$ cat src/rtl/pcileech_tx_pkg.sv
// Shared constants for the FT601 TX frame packer.
// Covers the frame geometry, the header field offsets and the FSM state codes.
package pcileech_tx_pkg;
    localparam logic [7:0] TX_MAGIC      = 8'hEF;
    localparam int         TX_NUM_SLOTS  = 7;
    localparam int         TX_SLOT_W     = 32;
    localparam int         TX_TYPE_W     = 2;
    localparam int         TX_HDR_LSB    = TX_NUM_SLOTS * TX_SLOT_W;   // 224
    localparam int         HDR_MAGIC_LSB = 24;
    localparam int         HDR_BMAP_LSB  = 14;
    localparam int         HDR_TYPE_LSB  = 0;

    localparam logic [0:0] ST_FILL = 1'b0;
    localparam logic [0:0] ST_EMIT = 1'b1;
endpackage

$ cat src/rtl/pcileech_tx_packer.sv
// Packs tagged 32-bit words into 256-bit FT601 frames: seven data slots plus a header.
// A partial frame is emitted on flush or after an idle timeout.
module pcileech_tx_packer
    import pcileech_tx_pkg::*;
#(
    parameter int unsigned TIMEOUT_CYCLES = 64
) (
    input  logic         clk,
    input  logic         rst_n,
    input  logic [31:0]  in_data,
    input  logic [1:0]   in_type,
    input  logic         in_valid,
    output logic         in_ready,
    input  logic         flush,
    output logic [255:0] dout,
    output logic         dout_wr_en,
    input  logic         dout_ready
);
    // The timeout fires on the idle cycle whose increment reaches TIMEOUT_CYCLES-1.
    localparam logic [15:0] IDLE_LAST = 16'(TIMEOUT_CYCLES - 2);

    logic [0:0]                                 state;
    logic                                       run;
    logic [TX_NUM_SLOTS-1:0][TX_SLOT_W-1:0]     slot_data;
    logic [TX_NUM_SLOTS-1:0][TX_TYPE_W-1:0]     slot_type;
    logic [TX_NUM_SLOTS-1:0]                    bitmap;
    logic [2:0]                                 count;
    logic [15:0]                                idle_cnt;
    logic                                       accept;
    logic [3:0]                                 count_nxt;
    logic                                       go_emit;

    assign in_ready   = run && (state == ST_FILL);
    assign accept     = in_valid && in_ready;
    assign count_nxt  = {1'b0, count} + {3'b000, accept};
    assign dout_wr_en = (state == ST_EMIT) && dout_ready;

    always_comb begin
        go_emit = 1'b0;
        if (state == ST_FILL) begin
            if (accept && count == 3'(TX_NUM_SLOTS - 1))
                go_emit = 1'b1;
            else if (flush && count_nxt != 4'd0)
                go_emit = 1'b1;
            else if (!accept && count != 3'd0 && idle_cnt == IDLE_LAST)
                go_emit = 1'b1;
        end
    end

    always_ff @(posedge clk or negedge rst_n) begin
        if (!rst_n) begin
            state     <= ST_FILL;
            run       <= 1'b0;
            slot_data <= '0;
            slot_type <= '0;
            bitmap    <= '0;
            count     <= '0;
            idle_cnt  <= '0;
        end else begin
            run <= 1'b1;
            if (state == ST_FILL) begin
                if (accept) begin
                    for (int k = 0; k < TX_NUM_SLOTS; k++) begin
                        if (count == 3'(k)) begin
                            slot_data[k] <= in_data;
                            slot_type[k] <= in_type;
                            bitmap[k]    <= 1'b1;
                        end
                    end
                    count    <= count + 3'd1;
                    idle_cnt <= '0;
                end else if (count != 3'd0) begin
                    idle_cnt <= idle_cnt + 16'd1;
                end
                if (go_emit)
                    state <= ST_EMIT;
            end else if (dout_ready) begin
                slot_data <= '0;
                slot_type <= '0;
                bitmap    <= '0;
                count     <= '0;
                idle_cnt  <= '0;
                state     <= ST_FILL;
            end
        end
    end

    // dout comes straight from flops; the header's magic/reserved bits are constants.
    assign dout = {TX_MAGIC, 3'b000, bitmap, slot_type, slot_data};

endmodule

$ cat config.mk
export PLATFORM = sky130hd
export DESIGN_NAME = pcileech_tx_packer
export DESIGN_NICKNAME = d
export VERILOG_FILES = /design/src/rtl/pcileech_tx_pkg.sv /design/src/rtl/pcileech_tx_packer.sv
export SDC_FILE = /design/constraint.sdc
export NUM_CORES = 1
export LEC_CHECK = 0
export BUFFER_PORTS_ARGS = -buffer_cell sky130_fd_sc_hd__buf_4
export CORE_MARGIN = 3
export CORE_UTILIZATION = 45
export CTS_CLUSTER_SIZE = 28
export DETAILED_ROUTE_END_ITERATION = 8
export PLACE_DENSITY = 0.73
export SYNTH_ARGS = -nofsm -noshare
export SYNTH_HDL_FRONTEND = slang
export SYNTH_SLANG_ARGS = --single-unit
$ cat constraint.sdc
create_clock -name clk -period 2.11 [get_ports clk]
set_input_delay 0.211 -clock clk [delete_from_list [all_inputs] [get_ports clk]]
set_output_delay 0.211 -clock clk [all_outputs]
set_load 0.005 [all_outputs]
==> metrics.txt, run 1 <==
initial core utilization 0.4608; fmax 508.0 MHz; first-pass GRT wire length 50750 um; drt drc 0; most frequent cell after synthesis dfrtp_1; # IOs 297; layout cells sized above 1 0.2689; CTS tree done; total die area 25270 sq um; Final Max Slew Viols 0; Placed Cells 1620; vias in the first global route 8858; violation count after the first detailed-route iteration 695; RSZ-0062 raised after global routing no; area grow syn2layout 35.82%; Post-Synthesis Cell Area 10530 sq um; placer congestion estimate 0.8971; Worst Setup End Kind flip-flop; DRT Pass-1 Iters 5; Post-CTS Setup Bufs 0; Detail Placement HPWL 22190 um; delay of the slowest critical-path stage 0.55 ns; worst-path fanout max 5; WL final 31870 um; DR vias 9072; Num CTS Buffers 28; post-layout util 0.6259; Startpoint Class flip-flop; #FFs+latches synth 266; register area share after synthesis 0.6322; status finished, final reports clean; Post-Synth Simple-Gate Area 0.2027; total track usage 0.2478; CP arrival 2.42 ns; worst hold slack 0.04290 ns; Synth Area in Adders 0.01070; synth unique cells 44; row cnt 55; Max Cap Viol 0; worst-margin pin slew 0.7332 ns; Die Ht 159.0 um; max_slew headroom 0.5112; Leak 7.335 nW; Async SR Flop Fraction 1.000; GR Overflow Total 0; mux cell area share after synthesis 0.001901; post-CTS resize count 0; clk buf depth 3; IO buf count 285; largest net degree at the start of global routing 78; main combinational cell family by area after synthesis simple AND/OR/NAND/NOR gates; Worst path slowest cell or4_4; hold crit path type in2reg; Max IR drop VDD 0.0005164 V; fin cells 1705; fin nets 1419; top post-synthesis cells by area dfrtp_1 63%, nand2_1 9.1%, nand3_1 8.6%; post-synthesis area per instance 9.813 sq um; Hold Vio Cnt, Final 0; post-route setup TNS 0 ns; Reg clk slew, reported paths 0.06 ns; Crit Path Category reg2reg; initial antenna violation count 1; Cells after Synth 1073; Req. time, crit path 2.57 ns; Setup-failing EPs final 0; Power Dens Cells 1121 nW/um^2; XOR/XNOR Fraction of Synth Area 0.004159; Synth area leader dfrtp_1; detail-routed net length per standard cell 18.69 um; Post-synth top flop dfrtp_1; CORE AREA 22850 sq um; Die Span X 159.0 um; Clk Tree Root Cell clkbuf_16; clock period minus worst slack 1.969 ns; most frequent cells after synthesis 266 x dfrtp_1, 256 x nand2_1, 180 x nand3_1; final antenna-violating net count 0; Synth Area in Compound Gates 0.1034; hold buffer count at cts 34; Clock Skew 0.008355 ns; YS warnings 0; EDFF count, synth 0; CTS Sinks 266; via-per-instance ratio 5.321; fin crit share 0.9330; crit path cell chain ha_1 -> nand3_2 -> or4_4 -> or4_1 -> nand3_1; later-pin clock latency in the skew report 0.52 ns; # fillers 1929; Synth top area share 0.6322; CTS H-Tree Depth 1
## per-layer routing
metal | vias to the layer above | part of all wire | track usage
met5 | - | 0 | 0
met1 | 4392 | 0.44 | 0.3568
met3 | 64 | 0.070 | 0.04683
met2 | 385 | 0.45 | 0.3793
li1 | 4231 | - | -
met4 | 0 | 0.036 | 0.09113
## path summary, 6_finish.rpt
path,from,end,slack (ns),cells past startpoint
max in group asynchronous,rst_n,dout[119],1.09,3
hold reg to reg,dout[71],dout[71],0.48,2
hold / removal,in_type[1],dout[231],0.04,3
setup / recovery,idle_cnt[1],idle_cnt[14],0.14,5
min in group asynchronous,rst_n,dout[40],0.26,2
setup reg to reg,idle_cnt[1],idle_cnt[14],0.14,5
## cells by family after synthesis
logic type | Yosys count
flops | 266
compound gates | 206
buf+inv | 105
fa+ha+maj | 9
other cells | 2
xor+xnor | 5
simple gates | 478
mux | 2
## worst max-delay path: cells and delay by family (launching register included)
kind                     cells  cell delay [ns]
adder cells (fa/ha/maj)      1             0.24
flip-flops                   1             0.41
AND/OR/NAND/NOR              4             1.25
## power by group
part / internal (mW) / leakage [nW] / switching (mW)
combinational: 1.94 / 3.26 / 2.75
sequential: 6.02 / 3.63 / 0.568
clock: 2.82 / 0.445 / 1.93
## through the flow
| step | worst slack, ns | power [mW] | cell area [sq um] |
|---|---|---|---|
| after floorplan | 0.0006513 | 8.687 | 10580 |
| after CTS | 0.1399 | 16.13 | 14300 |
| after global routing | 0.01423 | 16.92 | 14300 |
| final | 0.1414 | 16.02 | 14300 |
| after global placement | 0.1713 | 11.16 | 13070 |
| after detailed placement | 0.1527 | 11.32 | 13070 |
## sequential cells by signal, indices dropped and copies added, names as in the netlist
name	flops
count	3
bitmap	7
run	1
dout	238
idle_cnt	16
state	1
## area by class of cell
cell class              count  area [sq um]  share of cell area
diodes                      1         2.502           0.0001750
clock buffers              39         783.3             0.05477
clock inverters            11         105.1            0.007350
inverters                  15         56.30            0.003937
multi-input cells         712          3500              0.2447
flip-flops and latches    266          6656              0.4655
well taps                 313         391.6             0.02739
repair buffers            348          2805              0.1962
## cells in the final DEF, fill, tap and decap left out, types with 11 or more instances in the layout
| cell type | netlist | routed |
|---|---|---|
| dlygate4sd3_1 | 0 | 34 |
| nand3_1 | 180 | 178 |
| o21ai_0 | 54 | 54 |
| buf_4 | 11 | 305 |
| nor2_1 | 11 | 11 |
| nand2_1 | 256 | 254 |
| dfrtp_1 | 266 | 266 |
| clkbuf_16 | 0 | 29 |
| o21ai_1 | 126 | 126 |
| inv_1 | 12 | 12 |
| conb_1 | 2 | 12 |
Note: power is estimated with default switching activity, not from simulation.
==> inputs of run 2 (changes only) <==
Settings changed: CELL_PAD_IN_SITES_DETAIL_PLACEMENT set to 0, CELL_PAD_IN_SITES_GLOBAL_PLACEMENT set to 2, CORE_UTILIZATION 45 to 28, PLACE_DENSITY 0.73 to unset, PLACE_DENSITY_LB_ADDON set to 0.1, SKIP_CTS_REPAIR_TIMING set to 1.
==> run 2 against run 1 <==
Clock-buffer cell count did not move; non-clock buffer count is 5 higher; worst hold slack improved by 0.058 ns; maximum frequency is 2.3% lower; combinational power increased by 3%; register-to-register slack better by 0.02 ns; die area rose by 58%; design area is 3.2% higher; via count decreased by 2.8%; largest cell class unchanged.
==> metrics.txt, run 2 (synthesis results as in run 1) <==
worst-case reg-to-reg path depth 5 (unchanged); detail-routed net length per standard cell 19.71 um (was 18.69 um); DRT Pass-1 Iters 4 (was 5); Clock Skew 0.009639 ns (was 0.008355 ns); Startpoint Class flip-flop (unchanged); Power Dens Cells 1131 nW/um^2 (was 1121 nW/um^2); first-pass GRT wire length 56740 um (was 50750 um); worst flop-to-flop path endpoint idle_cnt[14] (unchanged); Clk Tree Root Cell clkbuf_16 (unchanged); Num CTS Buffers 31 (was 28); fin cells 1908 (was 1705); Req. time, crit path 1.90 ns (was 2.57 ns); # IOs 297 (unchanged); Max Cap Viol 0 (unchanged); RSZ-0062 raised after global routing no (unchanged); fin crit share 0.9554 (was 0.9330); Hold Vio Cnt, Final 0 (unchanged); WL final 37620 um (was 31870 um); initial antenna violation count 0 (was 1); row cnt 70 (was 55); origin of the worst setup path state (was idle_cnt[1]); CTS tree done (unchanged); Int Power 11.01 mW (was 10.78 mW); total track usage 0.1841 (was 0.2478); initial core utilization 0.2855 (was 0.4608); final antenna-violating net count 0 (unchanged); drt drc 0 (unchanged); Max IR drop VDD 0.0006627 V (was 0.0005164 V); Detail Placement HPWL 26170 um (was 22190 um); Leak 7.436 nW (was 7.335 nW); CP arrival 1.80 ns (was 2.42 ns); Crit Path Category reg2out (was reg2reg); CTS Sinks 266 (unchanged); placer congestion estimate 0.7922 (was 0.8971); GR Overflow Total 0 (unchanged); DR vias 8821 (was 9072); violation count after the first detailed-route iteration 448 (was 695); status finished, final reports clean (unchanged); Die Ht 199.9 um (was 159.0 um); # diodes 0 (was 1); r2r startpoint idle_cnt[0] (was idle_cnt[1]); clock period minus worst slack 2.016 ns (was 1.969 ns); Die Span X 199.9 um (was 159.0 um); post-route setup TNS 0 ns (unchanged); layout cells sized above 1 0.2792 (was 0.2689); max_slew headroom 0.4831 (was 0.5112); max FFs per register 238 (unchanged); R2R Setup Slk 0.16 ns (was 0.14 ns); # fillers 3780 (was 1929); Setup-failing EPs final 0 (unchanged); Placed Cells 1814 (was 1620); Worst Setup End Kind primary output (was flip-flop); CTS H-Tree Depth 1 (unchanged); worst-path fanout max 15 (was 5); IO buf count 285 (unchanged); total die area 39970 sq um (was 25270 sq um); hold crit path type in2reg (unchanged); worst-margin pin slew 0.7754 ns (was 0.7332 ns); Clock Power Share 0.313 (was 0.296); Reg power frac 0.396 (was 0.411); switching part of the total 0.3410 (was 0.3275); later-pin clock latency in the skew report 0.57 ns (was 0.52 ns); fin nets 1427 (was 1419); Final Max Slew Viols 0 (unchanged); fmax 496.0 MHz (was 508.0 MHz); Reg clk slew, reported paths 0.06 ns (about the same); most common cell after layout, fill and taps aside buf_4 (unchanged); via-per-instance ratio 4.623 (was 5.321); Comb power frac 0.290 (was 0.292); area grow syn2layout 40.19% (was 35.82%); CORE AREA 36870 sq um (was 22850 sq um); Net Sw Power 5.693 mW (was 5.248 mW); Critical Path End dout_wr_en (was idle_cnt[14]); clk buf depth 3 (unchanged); vias in the first global route 8785 (was 8858); largest net degree at the start of global routing 131 (was 78); most frequent cells in the layout 304 x buf_4, 266 x dfrtp_1, 254 x nand2_1 (was 305 x buf_4, 266 x dfrtp_1, 254 x nand2_1)
## run 2: changes by cell type in the layout (fill, tap and decap cells not counted), moves of 2 or more
cell,change
clkbuf_1,-5
nand3_1,-2
clkbuf_8,+3
clkbuf_16,+2
nand3_4,+2
clkinv_2,+8
buf_12,+4
dlygate4sd3_1,+2
## run 2: worst max-delay path, stage by stage, from the launching register on
cell      delay (ns)
dfrtp_1         0.37
buf_4           0.21
nand2_4         0.18
clkinv_2        0.25
buf_4           0.22
## run 2: per-layer routing
metal,wire length [um],global-route usage
met5,0,0
met3,2159,0.03860
met4,659,0.03412
met1,18610,0.2787
met2,16190,0.2753
## run 2: worst min path at each step
stage,slack (ns),startpoint,depth (start not counted),to
after global routing,0.10,in_valid,4,count[2]
final,0.10,in_valid,4,count[0]
after detailed placement,0.17,rst_n,1,dout[166]
after global placement,0.16,rst_n,1,dout[168]
after CTS,-0.45,rst_n,1,dout[166]
after floorplan,-0.08,rst_n,0,bitmap[0]
## run 2: final cells by class
class,instances,area [sq um],share of cell area
sequential,266,6656,0.4510
multi-input combinational,712,3525,0.2388
timing repair buffer,353,2898,0.1963
clock buffer,39,855.8,0.05798
tap,504,630.6,0.04272
clock inverter,19,137.6,0.009324
inverter,15,57.56,0.003899
## run 2: through the flow
| step | power, mW | hold WS [ns] | setup WS (ns) | cell area [sq um] | utilization |
|---|---|---|---|---|---|
| after floorplan | 8.687 | -0.08459 | 0.0006513 | 10580 | - |
| after global placement | 11.57 | 0.1591 | 0.1897 | 13410 | 0.3636 |
| after detailed placement | 11.63 | 0.1657 | 0.1589 | 13410 | 0.3636 |
| after CTS | 16.96 | -0.4540 | 0.06285 | 14400 | 0.3905 |
| after global routing | 17.75 | 0.1013 | 0.002451 | 14760 | 0.4003 |
| final | 16.70 | 0.1012 | 0.09403 | 14760 | 0.4003 |
## run 2: power by group through the flow
stage               logic, mW  registers (mW)  clock network (mW)
floorplan                2.04            6.65                   0
global placement         4.88            6.69                   0
detailed placement       4.92            6.71                   0
CTS                      4.92            6.63                5.41
global route             5.42            6.74                5.59
finish                   4.85            6.62                5.23
==> inputs of run 3 (changes only) <==
Settings changed: CORE_UTILIZATION 28 to 29, CTS_BUF_LIST set to sky130_fd_sc_hd__clkbuf_8.
==> run 3 against run 2 <==
Clock skew grew 0.0034 ns; via count about the same; final cell count down 0.84%; sequential cell count unchanged; highest routed layer unchanged; die area decreased by 3.3%; clock power down 3%; critical path depth grew 1; power down 0.43%; clock-buffer cell count increased by 30; design area is essentially flat; global-route usage up 0.50 points; core utilization is 1.3 points higher.
==> metrics.txt, run 3 (synthesis results as in run 1) <==
status finished, final reports clean (unchanged); RSZ-0062 raised after global routing no (unchanged); IO buf count 285 (unchanged); Max Cap Viol 0 (unchanged); r2r startpoint idle_cnt[0] (unchanged); Clock Skew 0.01304 ns (was 0.009639 ns); origin of the worst setup path idle_cnt[0] (was state); most frequent cells in the layout 297 x buf_4, 266 x dfrtp_1, 254 x nand2_1 (was 304 x buf_4, 266 x dfrtp_1, 254 x nand2_1); Detail Placement HPWL 25590 um (was 26170 um); Placed Cells 1767 (was 1814); Die Span X 196.5 um (was 199.9 um); CTS H-Tree Depth 2 (was 1); Die Ht 196.5 um (was 199.9 um); Int Power 10.95 mW (was 11.01 mW); area grow syn2layout 40.13% (was 40.19%); CORE AREA 35660 sq um (was 36870 sq um); later-pin clock latency in the skew report 0.56 ns (was 0.57 ns); switching part of the total 0.3416 (was 0.3410); hold crit path type in2reg (unchanged); Reg clk slew, reported paths 0.06 ns (about the same); clk buf depth 3 (unchanged); Worst Setup End Kind flip-flop (was primary output); Max IR drop VDD 0.0005123 V (was 0.0006627 V); worst-margin pin slew 0.6638 ns (was 0.7754 ns); vias in the first global route 8796 (was 8785); row cnt 69 (was 70); DR vias 8824 (was 8821); worst-path fanout max 6 (was 15); Comb power frac 0.295 (was 0.290); total track usage 0.1891 (was 0.1841); Reg power frac 0.400 (was 0.396); Power Dens Cells 1127 nW/um^2 (was 1131 nW/um^2); Setup-failing EPs final 0 (unchanged); total die area 38630 sq um (was 39970 sq um); initial core utilization 0.2953 (was 0.2855); # diodes 0 (unchanged); Req. time, crit path 2.59 ns (was 1.90 ns); Leak 7.525 nW (was 7.436 nW); max FFs per register 238 (unchanged); layout cells sized above 1 0.2844 (was 0.2792); fin nets 1441 (was 1427); Final Max Slew Viols 0 (unchanged); Clk Tree Root Cell clkbuf_8 (was clkbuf_16); Crit Path Category reg2reg (was reg2out); Critical Path End idle_cnt[14] (was dout_wr_en); fin cells 1892 (was 1908); worst flop-to-flop path endpoint idle_cnt[14] (unchanged); R2R Setup Slk 0.12 ns (was 0.16 ns); clock period minus worst slack 1.986 ns (was 2.016 ns); Num CTS Buffers 49 (was 31); detail-routed net length per standard cell 19.73 um (was 19.71 um); most common cell after layout, fill and taps aside buf_4 (unchanged); fmax 503.6 MHz (was 496.0 MHz); placer congestion estimate 0.7899 (was 0.7922); Clock Power Share 0.305 (was 0.313); final antenna-violating net count 0 (unchanged); violation count after the first detailed-route iteration 344 (was 448); CP arrival 2.47 ns (was 1.80 ns); GR Overflow Total 0 (unchanged); max_slew headroom 0.5575 (was 0.4831); post-route setup TNS 0 ns (unchanged); initial antenna violation count 0 (unchanged); Hold Vio Cnt, Final 0 (unchanged); CTS tree done (unchanged); # IOs 297 (unchanged); first-pass GRT wire length 56370 um (was 56740 um); Startpoint Class flip-flop (unchanged); CTS Sinks 266 (unchanged); DRT Pass-1 Iters 5 (was 4); largest net degree at the start of global routing 91 (was 131); WL final 37330 um (was 37620 um); drt drc 0 (unchanged); Net Sw Power 5.680 mW (was 5.693 mW); via-per-instance ratio 4.664 (was 4.623); fin crit share 0.9410 (was 0.9554); worst-case reg-to-reg path depth 5 (unchanged)
## run 3: changes by cell type in the layout (fill, tap and decap cells not counted), moves of 3 or more
| cell | previous run | this run |
|---|---|---|
| clkbuf_8 | 5 | 69 |
| clkbuf_16 | 31 | 0 |
| clkbuf_1 | 3 | 0 |
| buf_4 | 304 | 297 |
| clkinv_2 | 17 | 4 |
| buf_12 | 12 | 15 |
| inv_1 | 12 | 27 |
## run 3: how the worst min path moves through the flow
stage / start / to / slack (ns) / cells after the start
after floorplan: rst_n / bitmap[0] / -0.08 / 0
after global placement: rst_n / dout[9] / 0.28 / 2
after detailed placement: rst_n / dout[9] / 0.27 / 2
after CTS: rst_n / dout[9] / -0.33 / 2
after global routing: in_valid / count[2] / 0.13 / 4
final: in_valid / count[2] / 0.13 / 4
## run 3: per-stage QoR
stage | cell area [sq um] | util | power, mW | hold WS [ns] | setup slack (ns)
floorplan | 10580 | - | 8.687 | -0.08459 | 0.0006513
global placement | 13360 | 0.3747 | 11.65 | 0.2788 | 0.1553
detailed placement | 13360 | 0.3747 | 11.70 | 0.2704 | 0.1322
CTS | 14390 | 0.4037 | 16.88 | -0.3314 | 0.08294
global route | 14750 | 0.4138 | 17.72 | 0.1316 | 0.01445
finish | 14750 | 0.4138 | 16.63 | 0.1338 | 0.1244
## run 3: layer usage
metal  GRT usage  vias up  part of all wire
li1            -     4305                 -
met1      0.2815     4229              0.50
met2      0.2766      248              0.43
met3     0.04821       42             0.059
met4     0.04568        0             0.019
met5           0        -                 0
## run 3: final cells by class
type / count / area (sq um)
multi-input cells: 712 / 3525
clock inverters: 20 / 85.08
clock buffers: 69 / 949.7
flip-flops and latches: 266 / 6656
well taps: 461 / 576.8
inverters: 15 / 56.30
fillers: 3620 / 20900
repair buffers: 349 / 2905
## run 3: power by group through the flow
stage                     Sequential [mW]  Clock [mW]  Combinational, mW
after floorplan                      6.65           0               2.04
after global placement               6.74           0               4.91
after detailed placement             6.75           0               4.96
after CTS                            6.67        5.25               4.96
after global routing                 6.77        5.51               5.44
final                                6.65        5.07               4.91
## run 3: critical path, stage by stage (launching register included)
cell	delay, ns
dfrtp_1	0.42
ha_1	0.24
nand3_2	0.13
or4_4	0.55
or4_1	0.51
nand3_1	0.08
